### config.mk
export PLATFORM = sky130hd
export DESIGN_NAME = dcache
export DESIGN_NICKNAME = d
export VERILOG_FILES = /design/src/rtl/dcache_pkg.sv /design/src/rtl/dcache_array.sv /design/src/rtl/dcache.sv
export SDC_FILE = /design/constraint.sdc
export NUM_CORES = 2
export LEC_CHECK = 0
export BUFFER_PORTS_ARGS = -buffer_cell sky130_fd_sc_hd__buf_2
export CAP_MARGIN = 5
export CORE_MARGIN = 1
export CORE_UTILIZATION = 45
export DETAILED_ROUTE_END_ITERATION = 7
export PLACE_DENSITY_LB_ADDON = 0.08
export RECOVER_POWER = 25
export SLEW_MARGIN = 20
export SYNTH_ARGS = -nofsm -noshare
export SYNTH_HDL_FRONTEND = slang
export SYNTH_HIERARCHICAL = 1
export SYNTH_SLANG_ARGS = --single-unit
### constraint.sdc
create_clock -name clk -period 12.94 [get_ports clk]
set_input_delay 0 -clock clk [delete_from_list [all_inputs] [get_ports clk]]
set_output_delay 0 -clock clk [all_outputs]
set_load 0.05 [all_outputs]
### src/rtl/dcache_pkg.sv
// Shared types and derived geometry for the direct-mapped write-through data cache.
package dcache_pkg;

  typedef enum logic [1:0] {
    IDLE,
    FILL,
    WRITE,
    WDONE
  } state_e;

  function automatic int index_w(input int sets);
    return $clog2(sets);
  endfunction

  // Word-addressed lines: the two byte-offset bits never reach the tag.
  function automatic int tag_w(input int width, input int sets);
    return width - $clog2(sets) - 2;
  endfunction

endpackage

### src/rtl/dcache_array.sv
// Line storage: valid bits (cleared by reset), tags and data (never cleared).
module dcache_array
  import dcache_pkg::*;
#(
  parameter int WIDTH = 32,
  parameter int SETS  = 64
) (
  input  logic                            clk,
  input  logic                            rst,
  input  logic [index_w(SETS)-1:0]        rd_idx,
  output logic                            rd_valid,
  output logic [tag_w(WIDTH, SETS)-1:0]   rd_tag,
  output logic [WIDTH-1:0]                rd_data,
  input  logic                            wr_en,
  input  logic [index_w(SETS)-1:0]        wr_idx,
  input  logic [tag_w(WIDTH, SETS)-1:0]   wr_tag,
  input  logic [WIDTH-1:0]                wr_data
);

  localparam int TAG_W = tag_w(WIDTH, SETS);

  logic [SETS-1:0]  valid;
  logic [TAG_W-1:0] tags [SETS];
  logic [WIDTH-1:0] data [SETS];

  assign rd_valid = valid[rd_idx];
  assign rd_tag   = tags[rd_idx];
  assign rd_data  = data[rd_idx];

  always_ff @(posedge clk) begin
    if (rst) begin
      valid <= '0;
    end else if (wr_en) begin
      valid[wr_idx] <= 1'b1;
    end
  end

  always_ff @(posedge clk) begin
    if (wr_en) begin
      tags[wr_idx] <= wr_tag;
      data[wr_idx] <= wr_data;
    end
  end

endmodule

### src/rtl/dcache.sv
// Direct-mapped, one-word-line data cache: write-through, no-write-allocate,
// zero-latency load hits, stalls the core on misses and on every store.
module dcache
  import dcache_pkg::*;
#(
  parameter int WIDTH = 32,
  parameter int SETS  = 64
) (
  input  logic             clk,
  input  logic             rst,
  input  logic [WIDTH-1:0] A,
  input  logic [WIDTH-1:0] WD,
  input  logic             WE,
  input  logic             RE,
  output logic [WIDTH-1:0] RD,
  output logic             stall,
  output logic             mem_req,
  output logic             mem_we,
  output logic [WIDTH-1:0] mem_addr,
  output logic [WIDTH-1:0] mem_wdata,
  input  logic [WIDTH-1:0] mem_rdata,
  input  logic             mem_ready
);

  localparam int INDEX_W = index_w(SETS);
  localparam int TAG_W   = tag_w(WIDTH, SETS);

  state_e             state, state_nxt;
  logic [INDEX_W-1:0] idx;
  logic [TAG_W-1:0]   tag;
  logic [WIDTH-1:0]   word_addr;
  logic               rd_valid;
  logic [TAG_W-1:0]   rd_tag;
  logic [WIDTH-1:0]   rd_data;
  logic               line_hit;
  logic               wr_en;
  logic [WIDTH-1:0]   wr_data;

  assign idx       = A[INDEX_W+1:2];
  assign tag       = A[WIDTH-1:INDEX_W+2];
  assign word_addr = A & ~WIDTH'(3);
  assign line_hit  = rd_valid && (rd_tag == tag);

  dcache_array #(
    .WIDTH (WIDTH),
    .SETS  (SETS)
  ) u_array (
    .clk      (clk),
    .rst      (rst),
    .rd_idx   (idx),
    .rd_valid (rd_valid),
    .rd_tag   (rd_tag),
    .rd_data  (rd_data),
    .wr_en    (wr_en),
    .wr_idx   (idx),
    .wr_tag   (tag),
    .wr_data  (wr_data)
  );

  always_ff @(posedge clk) begin
    if (rst) begin
      state <= IDLE;
    end else begin
      state <= state_nxt;
    end
  end

  // The core holds A/WD/WE/RE while stalled, so FILL and WRITE drive the bus straight from them.
  always_comb begin
    state_nxt = state;
    RD        = '0;
    stall     = 1'b0;
    mem_req   = 1'b0;
    mem_we    = 1'b0;
    mem_addr  = '0;
    mem_wdata = '0;
    wr_en     = 1'b0;
    wr_data   = WD;
    case (state)
      IDLE: begin
        if (WE) begin
          stall     = 1'b1;
          wr_en     = line_hit;
          state_nxt = WRITE;
        end else if (RE) begin
          if (line_hit) begin
            RD = rd_data;
          end else begin
            stall     = 1'b1;
            state_nxt = FILL;
          end
        end
      end
      FILL: begin
        stall    = 1'b1;
        mem_req  = 1'b1;
        mem_addr = word_addr;
        if (mem_ready) begin
          wr_en     = 1'b1;
          wr_data   = mem_rdata;
          state_nxt = IDLE;
        end
      end
      WRITE: begin
        stall     = 1'b1;
        mem_req   = 1'b1;
        mem_we    = 1'b1;
        mem_addr  = word_addr;
        mem_wdata = WD;
        if (mem_ready) begin
          state_nxt = WDONE;
        end
      end
      WDONE: begin
        state_nxt = IDLE;
      end
      default: begin
        state_nxt = IDLE;
      end
    endcase
  end

endmodule
# After elaboration in Yosys (flattened, before gate mapping)

Memories as Yosys holds them, arrays and structs flattened.
Cells that the tools add are included.

Register bits after elaboration: 66
Memory bits (writable): 3584
Output and inout port bits: 99
Memories: 2

Magnitude comparators: 2
Equal/unequal tests: 8
Mux-type cells: 29
Bitwise operators: 1
Reductions and logical operators: 5

Memories:

| memory       | depth | width | read ports | clocked after Yosys merged registers in | wr ports | RTL line           | text |
|---|---|---|---|---|---|---|---|
| u_array.data | 64    | 32    | 1          | 0                                       | 1        | dcache_array.sv:24 | `logic [WIDTH-1:0] data [SETS];` |
| u_array.tags | 64    | 24    | 1          | 0                                       | 1        | dcache_array.sv:23 | `logic [TAG_W-1:0] tags [SETS];` |

Operator list:

| kind                                                               | number |
|---|---|
| 2-to-1 mux 32 bit                                                  | 8 |
| bitwise OR 64 bit                                                  | 1 |
| == test 24 bit                                                     | 1 |
| 2-to-1 mux 1 bit                                                   | 11 |
| 2-to-1 mux 2 bit                                                   | 5 |
| one-hot mux 2 bit (4 select lines)                                 | 1 |
| less-than comparator 6 x 7 -> 1 bit (second input constant)        | 1 |
| binary-select mux 1 bit (select 6 bit)                             | 1 |
| demux 1 bit (select 6 bit)                                         | 1 |
| greater-or-equal comparator 6 x 1 -> 1 bit (second input constant) | 1 |
| != test 3 bit (second input constant)                              | 2 |
| == test 2 bit (second input constant)                              | 2 |
| != test 2 bit (second input constant)                              | 2 |
| one-hot mux 1 bit (2 select lines)                                 | 2 |
| AND reduction 4 bit                                                | 1 |
| == test 2 x 1 -> 1 bit (second input constant)                     | 1 |
| logical AND 1 bit                                                  | 2 |
| zero test 2 bit                                                    | 1 |
| OR reduction 2 bit                                                 | 1 |

# Longest topological paths before layout

Word-level depth: 7
Mapped depth: 21
Mapped depth without buffers: 16

# Cells and area by module

Netlist, hierarchy kept.

By module, submodules not included:

| module       | instances | cells an instance | area an instance (µm²) | seq. area each (µm²) |
|---|---|---|---|---|
| dcache_array | 1         | 6190              | 138132.5               | 108904.4 |
| dcache       | 1         | 203               | 1521.5                 | 40.0 |

# Worst setup path before layout

Ideal clock, no wire load.

Path kind: input to register
Start point: in A[2]
End point: mem u_array.data[29][0], enable pin
Arrival: 5.386 ns
Path slack: 7.082 ns
Cell stages on the path: 16
Path through: buf_6 > buf_2 > buf_2 > mux4_2 > a211oi_1 > o22ai_1 > and3_1 > xor2_1 > nor4_1 > nand2_1 > nor3_2 > nand3_1 > nand2_1 > nor2b_1 > nand3_1 > nor2_1

Longest elaborated chain between the ends: 7

RTL lines:

| element                                | RTL line           | text |
|---|---|---|
| start: declaration                     | dcache.sv:11       | `input logic [WIDTH-1:0] A,` |
| memory (64 x 24 bit)                   | n/a                |  |
| via rd_tag[22]                         | dcache.sv:33       | `logic [TAG_W-1:0] rd_tag;` |
| == test 24 bit                         | dcache.sv:42       | `assign line_hit = rd_valid && (rd_tag == tag);` |
| logical AND 1 bit                      | dcache.sv:42       |  |
| 2-to-1 mux 1 bit                       | dcache.sv:81       | `if (WE) begin` |
| one-hot mux 1 bit (2 select lines)     | dcache.sv:79       | `case (state)` |
| via wr_en                              | dcache.sv:36       | `logic wr_en;` |
| 2-to-1 mux 1 bit                       | dcache_array.sv:39 | `if (wr_en) begin` |
| 2-to-1 mux 1 bit (implied by the code) | dcache_array.sv:41 | `data[wr_idx] <= wr_data;` |
| end: declaration                       | dcache_array.sv:24 |  |

The timed path passes the listed nets, and every way through them passes these cells. The select of a mux whose other input is x is not followed.

# Final worst setup path

Start point: in A[12]
End point: mem u_array.data[45][16], enable pin

Longest elaborated chain between the ends: 6

RTL lines:

| element                                | RTL line |
|---|---|
| == test 24 bit                         | dcache.sv:42 |
| logical AND 1 bit                      | dcache.sv:42 |
| 2-to-1 mux 1 bit                       | dcache.sv:81 |
| one-hot mux 1 bit (2 select lines)     | dcache.sv:79 |
| via wr_en                              | dcache.sv:36 |
| 2-to-1 mux 1 bit                       | dcache_array.sv:39 |
| 2-to-1 mux 1 bit (implied by the code) | dcache_array.sv:41 |

The timed path passes the listed nets, and every way through them passes these cells.

==> results.sh <==
export IMPL_period_needed_ns=7.895
export IMPL_start_kind="input port"
export IMPL_die_h_microns=559.1
export IMPL_setup_viol=0
export IMPL_vias=70280
export IMPL_synthFlopType="edfxtp_1"
export IMPL_grt_max_degree=106
export IMPL_fin_skew_ns=0.04712
export IMPL_finish_instance_area_sq_um=159600
export IMPL_hpwl_microns=224900
export IMPL_drv_slew=1947
export IMPL_p_int_mw=19.98
export IMPL_grt_pass1_vias=70829
export IMPL_yosys_warnings=6
export IMPL_holdCritPathClass="in2reg"
export IMPL_violations="design-rule violations, max-capacitance violations, max-slew violations"
export IMPL_cts_resized=0
export IMPL_synth_seq_cells=3650
export IMPL_yosys_area_share_simple_pct=2.274
export IMPL_finalCritPeriodShare_pct=61.01
export IMPL_ff_latch_area_sq_um=108900
export IMPL_track_usage_pct=26.20
export IMPL_h_tree_depth=5
export IMPL_synth_edf_count=3584
export IMPL_synth_mux_area_share_pct=15.26
export IMPL_synth_avg_cell_area_sq_um=21.84
export IMPL_p_per_area_nw_per_um2=162.4
export IMPL_port_buffers=195
export IMPL_status="finished with violations"
export IMPL_fillers=24546
export IMPL_cts_sinks=3650
export IMPL_cts_setup_buffers=0
export IMPL_ir_drop_mv=0.1113
export IMPL_layout_setup_ws_ns=5.045
export IMPL_synth_top_area_cell="edfxtp_1"
export IMPL_power_leakage_nw=50.10
export IMPL_numCtsBuffers=380
export IMPL_synth_xor_area_share_pct=0.1505
export IMPL_worstSetupPathType="in2reg"
export IMPL_maxCapViolations=32
export IMPL_clk_transition_reported_paths_ns=0.06
export IMPL_postPlaceCellArea_sq_um=146700
export IMPL_arrival_ns=8.44
export IMPL_synth_compound_area_share_pct=2.875
export IMPL_drive_above_1_share_pct=27.09
export IMPL_gp_congestion=0.7817
export IMPL_switching_share_pct=22.94
export IMPL_power_net_switching_mw=5.947
export IMPL_rsz0062_at_grt="false"
export IMPL_ys_seq_area_share_pct=78.01
export IMPL_firstDrtPassIters=7
export IMPL_wirelength_microns=412100
export IMPL_vias_per_cell=6.168
export IMPL_dieWidth_microns=559.1
export IMPL_post_drt_wl_per_cell_microns=36.17
export IMPL_synth_top_cell_area_share_pct=77.06
export IMPL_multi_input_area_sq_um=29350
export IMPL_utilization_pct=51.68
export IMPL_pwr_share_clk_pct=41.3
export IMPL_fin_nets=7060
export IMPL_core_area_sq_um=308800
export IMPL_critPathMaxFanout=66
export IMPL_synth_cells=6393
export IMPL_clk_latency_ns=0.94
export IMPL_initial_core_util_pct=45.22
export IMPL_die_area_sq_um=312600
export IMPL_max_slew_margin_pct=-125.0
export IMPL_cts_tree="yes"
export IMPL_clockBufferDepth=4
export IMPL_cp_end_kind="flop"
export IMPL_grt_ovfl_total=0
export IMPL_synthTopCellsByArea="edfxtp_1, mux4_2, mux2i_1"
export IMPL_fin_tns_setup_ns=0
export IMPL_synthDistinctLibCells=53
export IMPL_hold_viol_final=0
export IMPL_required_ns=13.49
export IMPL_seqPwrFrac_pct=51.1
export IMPL_ant_nets=0
export IMPL_synth_top_family_by_area="multiplexers"
export IMPL_dp_cells=10601
export IMPL_drc=12
export IMPL_ios=200
export IMPL_total_power_mw=25.92
export IMPL_fmax_mhz=126.7
export IMPL_ys_async_sr_fraction_pct=0
export IMPL_timing_hold_ws_ns=0.02530
export IMPL_rows=204
export IMPL_grt_pass1_wl_microns=570000
export IMPL_area_growth_pct=14.28
export IMPL_syn_cell_area_sq_um=139700
export IMPL_worst_pin_slew_ns=3.376
export IMPL_antenna_found_initial=22
export IMPL_pre_cts_slack_ns=4.553
export IMPL_final_cells=11394
export IMPL_synth_adder_area_share_pct=0.03584
export IMPL_synth_common_cells="edfxtp_1, mux4_2, nor2_1"
export IMPL_drt_iter0_markers=8322
export IMPL_synth_most_common_cell="edfxtp_1"
export IMPL_p_comb_share_pct=7.6
export IMPL_cts_root_buf="clkbuf_16"
sequential cells by signal, indices dropped and copies added, names as in the netlist:
register and cells:
state 2, u_array/data 2048, u_array/tags 1536, u_array/valid 64
placed cells by master (no fill, tap or decap), types with 67 or more instances in the layout:
master and instances:
mux2i_1 184, dlygate4sd3_1 85, edfxtp_1 3584, nand2_1 67, mux4_2 804, buf_2 176
clkbuf_1 133, o22ai_1 237, clkinv_1 78, nor2_1 199, o221ai_1 85, mux2_2 110
buf_4 229, and2_1 120, clkbuf_16 386
what timing repair did:
action                      CTS  global route
setup endpoints to repair     0             0
hold endpoints to repair   2002           450
hold buffers                 62            30
power by group through the flow:
stage                     clock network (mW)  registers (mW)  logic (mW)
after floorplan                            0            13.5        1.15
after global placement                     0            13.5        1.92
after detailed placement                   0            13.5        1.95
after CTS                               10.9            13.2        1.98
after global routing                    11.3            13.3        2.07
final                                   10.7            13.3        1.97
worst paths after layout:
check / end / cells past startpoint / slack, ns / start
max reg2reg: u_array/data[45][16] / 14 / 5.77 / u_array/tags[7][4]
max: u_array/data[45][16] / 13 / 5.04 / A[12]
min: u_array/data[47][18] / 3 / 0.03 / mem_rdata[18]
min reg2reg: u_array/valid[48] / 2 / 0.47 / u_array/valid[48]
worst max-delay path, cell delays in order:
cell and delay [ns]:
dlygate4sd3_1 0.52, buf_2 0.09, clkbuf_1 2.23, xor2_1 0.78, nor4_2 1.18, nand3_1 0.25, nor3_2 0.21, nand3_1 0.10
nand2_1 0.17, nor2b_1 0.29, nand3_1 0.66, nor2_4 1.15, buf_4 0.61
per-layer routing:
metal  track usage (%)  vias up  wire, microns
li1                  -    28223              -
met1             37.49    38862         173100
met2             42.70     2653         200100
met3             3.258      540          26900
met4             7.289        2          11980
met5                 0        -             13
logic make-up after synthesis:
| logic type | count (synthesis) |
|---|---|
| xor gates and xnor gates | 24 |
| other | 1 |
| adders and majority gates | 4 |
| DFF | 3650 |
| buffers and inverters | 381 |
| AOI/OAI and AO/OA | 571 |
| muxes | 1109 |
| and+or+nand+nor | 653 |
final cells by class:
class	count	area share, %
tap	4120	3.230
multi-input combinational	2363	18.39
timing repair buffer	556	2.529
clock buffer	489	6.388
sequential	3650	68.26
clock inverter	202	1.177
inverter	4	0.01254
antenna	10	0.01568
Note: power is estimated with default switching activity, not from simulation.
